## config.mk

```make
export PLATFORM = sky130hd
export DESIGN_NAME = axis_bram_capture_ctrl
export DESIGN_NICKNAME = d
export VERILOG_FILES = /design/src/rtl/axis_bram_capture_pkg.sv /design/src/rtl/axis_bram_capture_ctrl.sv
export SDC_FILE = /design/constraint.sdc
export NUM_CORES = 1
export LEC_CHECK = 0
export BUFFER_PORTS_ARGS = -buffer_cell sky130_fd_sc_hd__buf_4
export CAP_MARGIN = 20
export CORE_MARGIN = 10
export CORE_UTILIZATION = 32
export CTS_CLUSTER_SIZE = 30
export DETAILED_ROUTE_END_ITERATION = 16
export PLACE_DENSITY = 0.53
export SLEW_MARGIN = 25
export SYNTH_ARGS = -nofsm -noshare
export SYNTH_HDL_FRONTEND = slang
export SYNTH_SLANG_ARGS = --single-unit
```

## constraint.sdc

```tcl
create_clock -name aclk -period 2.9 [get_ports aclk]
set_input_delay 0.435 -clock aclk [delete_from_list [all_inputs] [get_ports aclk]]
set_output_delay 0.435 -clock aclk [all_outputs]
set_load 0.02 [all_outputs]
```

## src/rtl/axis_bram_capture_pkg.sv

```systemverilog
`default_nettype none
// ============================================================================
// Module      : axis_bram_capture_pkg
// Description : State encoding shared by the capture sequencer.
// Revision    : 1.0
// ============================================================================
package axis_bram_capture_pkg;

    localparam int unsigned STATE_W = 3;

    localparam logic [STATE_W-1:0] ST_IDLE  = 3'd0;
    localparam logic [STATE_W-1:0] ST_PRE   = 3'd1;
    localparam logic [STATE_W-1:0] ST_ARMED = 3'd2;
    localparam logic [STATE_W-1:0] ST_POST  = 3'd3;
    localparam logic [STATE_W-1:0] ST_DONE  = 3'd4;

    typedef enum logic [STATE_W-1:0] {
        S_IDLE  = ST_IDLE,
        S_PRE   = ST_PRE,
        S_ARMED = ST_ARMED,
        S_POST  = ST_POST,
        S_DONE  = ST_DONE
    } state_t;

endpackage
`default_nettype wire

```

## src/rtl/axis_bram_capture_ctrl.sv

```systemverilog
`default_nettype none
// ============================================================================
// Module      : axis_bram_capture_ctrl
// Description : Triggered AXI4-Stream to BRAM capture with circular pre-trigger
//               history and a fixed post-trigger window.
// Revision    : 1.0
// ============================================================================
module axis_bram_capture_ctrl
    import axis_bram_capture_pkg::*;
#(
    parameter int AXIS_TDATA_WIDTH = 32,
    parameter int BRAM_DATA_WIDTH  = 32,
    parameter int BRAM_ADDR_WIDTH  = 10
) (
    input  logic                         aclk,
    input  logic                         areset,
    input  logic [BRAM_ADDR_WIDTH-1:0]   cfg_pre,
    input  logic [BRAM_ADDR_WIDTH-1:0]   cfg_post,
    input  logic                         ctl_start,
    input  logic                         ctl_abort,
    input  logic                         trg_in,
    output logic [STATE_W-1:0]           sts_state,
    output logic                         sts_busy,
    output logic                         sts_done,
    output logic [BRAM_ADDR_WIDTH-1:0]   sts_trig_addr,
    output logic [BRAM_ADDR_WIDTH-1:0]   sts_start_addr,
    input  logic [AXIS_TDATA_WIDTH-1:0]  s_axis_tdata,
    input  logic                         s_axis_tvalid,
    output logic                         s_axis_tready,
    output logic                         b_bram_clk,
    output logic                         b_bram_rst,
    output logic                         b_bram_en,
    output logic [BRAM_DATA_WIDTH/8-1:0] b_bram_we,
    output logic [BRAM_ADDR_WIDTH-1:0]   b_bram_addr,
    output logic [BRAM_DATA_WIDTH-1:0]   b_bram_wdata
);

    localparam logic [BRAM_ADDR_WIDTH-1:0] C_ONE  = BRAM_ADDR_WIDTH'(1);
    localparam logic [BRAM_ADDR_WIDTH-1:0] C_ZERO = '0;

    state_t                      r_state;
    state_t                      w_state_nxt;
    logic [BRAM_ADDR_WIDTH-1:0]  r_addr;
    logic [BRAM_ADDR_WIDTH-1:0]  r_cnt;
    logic [BRAM_ADDR_WIDTH-1:0]  r_pre;
    logic [BRAM_ADDR_WIDTH-1:0]  r_post;
    logic [BRAM_ADDR_WIDTH-1:0]  r_trig_addr;
    logic [BRAM_ADDR_WIDTH-1:0]  r_start_addr;
    logic                        w_busy;
    logic                        w_wr;
    logic                        w_start;
    logic                        w_trig;

    assign w_busy  = (r_state == S_PRE) || (r_state == S_ARMED) || (r_state == S_POST);
    // Abort suppresses the write in its own cycle, not just from the next one.
    assign w_wr    = s_axis_tvalid & w_busy & ~ctl_abort;
    assign w_start = ctl_start & ~ctl_abort & ~w_busy;
    assign w_trig  = w_wr & trg_in & (r_state == S_ARMED);

    always_comb begin
        w_state_nxt = r_state;
        if (ctl_abort) begin
            w_state_nxt = S_IDLE;
        end else begin
            case (r_state)
                S_IDLE, S_DONE: begin
                    if (ctl_start) w_state_nxt = (cfg_pre != C_ZERO) ? S_PRE : S_ARMED;
                end
                S_PRE: begin
                    if (w_wr && (r_cnt == r_pre - C_ONE)) w_state_nxt = S_ARMED;
                end
                S_ARMED: begin
                    if (w_trig) w_state_nxt = (r_post != C_ZERO) ? S_POST : S_DONE;
                end
                S_POST: begin
                    if (w_wr && (r_cnt == r_post - C_ONE)) w_state_nxt = S_DONE;
                end
                default: w_state_nxt = S_IDLE;
            endcase
        end
    end

    always_ff @(posedge aclk or posedge areset) begin
        if (areset) begin
            r_state      <= S_IDLE;
            r_addr       <= '0;
            r_cnt        <= '0;
            r_pre        <= '0;
            r_post       <= '0;
            r_trig_addr  <= '0;
            r_start_addr <= '0;
        end else begin
            r_state <= w_state_nxt;
            if (w_start) begin
                r_addr <= '0;
                r_cnt  <= '0;
                r_pre  <= cfg_pre;
                r_post <= cfg_post;
            end else if (w_wr) begin
                r_addr <= r_addr + C_ONE;
                if (w_trig) begin
                    r_cnt        <= '0;
                    r_trig_addr  <= r_addr;
                    r_start_addr <= r_addr - r_pre;
                end else if (r_state != S_ARMED) begin
                    r_cnt <= r_cnt + C_ONE;
                end
            end
        end
    end

    assign sts_state      = r_state;
    assign sts_busy       = w_busy;
    assign sts_done       = (r_state == S_DONE);
    assign sts_trig_addr  = r_trig_addr;
    assign sts_start_addr = r_start_addr;

    assign s_axis_tready  = 1'b1;
    assign b_bram_clk     = aclk;
    assign b_bram_rst     = areset;
    assign b_bram_en      = w_wr;
    assign b_bram_we      = {(BRAM_DATA_WIDTH/8){w_wr}};
    assign b_bram_addr    = r_addr;
    assign b_bram_wdata   = s_axis_tdata;

endmodule
`default_nettype wire

```

==> flow_metrics.py <==
metrics = {
    "outcome": {
        "outcome": "completed",
    },
    "setup_path": {
        "critPathKind": "flop to flop",
        "cp.arrival_ns": 2.81,
        "crit_required_ns": 3.26,
        "cp-end-kind": "flop",
        "critPathMaxFanout": 6,
        "worstSetupStartpointType": "flop",
    },
    "clock_tree": {
        "postCtsSetupRepairBufs": 0,
        "path_clk_slew_ns": 0.05,
        "insertion_delay_ns": 0.45,
        "cts_tree": "done",
        "postCtsHoldBufs": 0,
        "ctsResizeCount": 0,
    },
    "synth": {
        "synthCells": 458,
        "synth.net_count": 531,
        "syn_avg_cell_area_sq_um": 8.982,
        "ys.flop_type": "dfrtp_1",
        "synth_edf_count": 0,
        "async_flop_share_pct": 100.0,
        "ys_warn_count": 0,
        "yosysSeqAreaShare_pct": 38.32,
        "synth_area_sq_um": 4114,
        "synthDistinctLibCells": 64,
        "synth_seq_cells": 63,
    },
    "sta": {
        "rsz0062_at_grt": "no",
        "tns_ns": 0,
        "finClkSkew_ns": 0.004592,
        "min_period_over_period_pct": 84.61,
        "finalSetupViolCount": 0,
        "worst_pin_slew_ns": 0.8329,
        "period_minus_slack_ns": 2.454,
        "clock.fmax_mhz": 407.6,
        "holdWs_ns": 0.1947,
        "finalHoldViolCount": 0,
        "slew_viol_final": 0,
        "slew_headroom_pct": 44.47,
    },
    "route": {
        "drtIter0Drc": 265,
        "detail_route.wl_per_cell_microns": 16.54,
        "routed_wl_microns": 10970,
        "vias": 3296,
        "dr.pass1.iters": 5,
        "drc": 0,
        "postRouteAntennaNets": 0,
        "via_per_inst": 4.971,
    },
    "finish": {
        "fillers": 1306,
        "fin_cells": 663,
        "regArea_sq_um": 1577,
        "syn2layout_area_growth_pct": 19.34,
        "diodes": 0,
        "layout-drive-gt1-share_pct": 24.03,
        "layout_common_cells": "buf_4 (72), dfrtp_1 (63), nand2_1 (60)",
        "nNetsFinal": 560,
        "multi_input_area_sq_um": 2077,
        "layout_commonest_cell": "buf_4",
    },
    "die": {
        "die_area_sq_um": 17790,
        "pin_count": 133,
        "std_cell_rows": 41,
        "coreArea_sq_um": 12620,
        "fp.dieH_microns": 133.4,
        "initial_core_util_pct": 32.60,
        "die_w_microns": 133.4,
    },
    "global_route": {
        "track_usage_pct": 12.59,
        "grt_pass1_vias": 3450,
        "overflow": 0,
        "grt_max_degree": 64,
        "grt_pass1_wl_microns": 17850,
        "grt_antenna_before_repair": 0,
    },
    "placed_design": {
        "place_congestion": 0.8644,
        "place_hpwl_microns": 8179,
        "numPortBuffers": 67,
        "dp.cells": 645,
    },
    "flow_run": {
        "maxCapViolations": 0,
    },
    "pwr": {
        "ir_drop_uv": 296.9,
        "powerDensity_nw_per_um2": 980.9,
        "intPower_mw": 2.982,
        "power_mw": 4.816,
        "sw_frac_of_total_pct": 38.08,
        "p_comb_share_pct": 39.4,
        "p_seq_share_pct": 30.8,
        "p_switching_mw": 1.834,
        "power_leakage_nw": 2.242,
        "clkPwrFrac_pct": 29.8,
    },
    "min_path": {
        "min_path_type": "input pin to flop",
    },
}
state kept, by name (all words and copies together) (netlist names):
name	flops
sts_trig_addr	10
sts_start_addr	10
r_post	10
sts_state	3
r_cnt	10
r_pre	10
b_bram_addr	10
power groups by stage:
| stage | combinational [mW] | sequential [mW] | clock (mW) |
|---|---|---|---|
| final | 1.90 | 1.48 | 1.44 |
| after global routing | 2.12 | 1.53 | 1.50 |
| after CTS | 1.91 | 1.49 | 1.47 |
| after detailed placement | 1.90 | 1.50 | 0.0403 |
| after global placement | 1.87 | 1.49 | 0.0403 |
| after floorplan | 1.38 | 1.49 | 0.0403 |
critical path, stage by stage (launching register included):
cell and delay (ns):
dfrtp_1 0.42, inv_1 0.10, ha_1 0.28, o21ba_2 0.24, a221oi_1 0.30, a41oi_1 0.10
o41ai_2 0.38, a32o_2 0.26, o21ai_2 0.08, o31ai_2 0.21
path summary, 6_finish.rpt:
| path | startpoint | endpoint | slack [ns] | cells after the start |
|---|---|---|---|---|
| worst max register to register | r_post[0] | sts_state[2] | 0.45 | 9 |
| worst min-delay path | ctl_abort | sts_state[0] | 0.19 | 2 |
| worst max-delay path | r_post[0] | sts_state[2] | 0.45 | 9 |
| worst min register to register | sts_trig_addr[6] | sts_trig_addr[6] | 0.48 | 2 |
| max in group asynchronous | areset | sts_state[2] | 2.10 | 3 |
| min in group asynchronous | areset | sts_start_addr[9] | 0.23 | 3 |
kinds of logic after synthesis:
| family | after synthesis | synth area share [%] |
|---|---|---|
| simple gates | 170 | 20.89 |
| mux | 13 | 3.498 |
| buf+inv | 78 | 11.34 |
| other cells | 1 | 0.09115 |
| compound gates | 80 | 13.02 |
| fa+ha+maj | 15 | 4.745 |
| xor+xnor | 38 | 8.090 |
| flops | 63 | 38.32 |
metal layers:
metal  share of wire, %  global-route usage, %  vias to the layer above
li1                   -                      -                     1612
met1                 47                  16.20                     1582
met2                 46                  19.16                       83
met3                4.9                  2.895                       19
met4                1.9                  6.651                        0
met5                  0                      0                        -
synth_stat cells (all sizes together), types with 3 or more instances:
library cell  instances  area (sq um)
dfrtp                63          1577
and4                  3         26.28
o21ai                31         158.9
xnor2                19         166.4
nand3                13         65.06
nand2b                5         38.78
or4                   4         33.78
mux2                 11         123.9
nor2b                 4         25.02
ha                   14         175.2
a21oi                14         70.07
buf                  45         341.6
nor4                  6         37.54
nor3b                 4         35.03
o21a                  4         30.03
nor2                 33         123.9
clkbuf               13         50.04
inv                  20         75.07
nor3                 13         70.07
nand4                 8         50.05
xor2                 19         166.4
nand2                60         225.2
and3                  8         50.05
a221oi                3         26.28
o31ai                 6         50.05
area by class of cell:
class / instances / share of cell area (%)
tap: 172 / 4.383
clock inverter: 4 / 1.580
timing repair buffer: 72 / 11.26
inverter: 20 / 1.529
sequential: 63 / 32.11
clock buffer: 15 / 6.830
multi-input combinational: 317 / 42.30
per-stage QoR:
| stage | utilization (%) | setup WS, ns | area, sq um |
|---|---|---|---|
| CTS | 38.91 | 0.4757 | 4910 |
| global route | 38.91 | 0.2810 | 4910 |
| detailed placement | 35.69 | 0.5233 | 4504 |
| floorplan | - | 0.6861 | 4114 |
| global placement | 35.69 | 0.5733 | 4504 |
| finish | 38.91 | 0.4464 | 4910 |
Note: power is estimated with default switching activity, not from simulation.
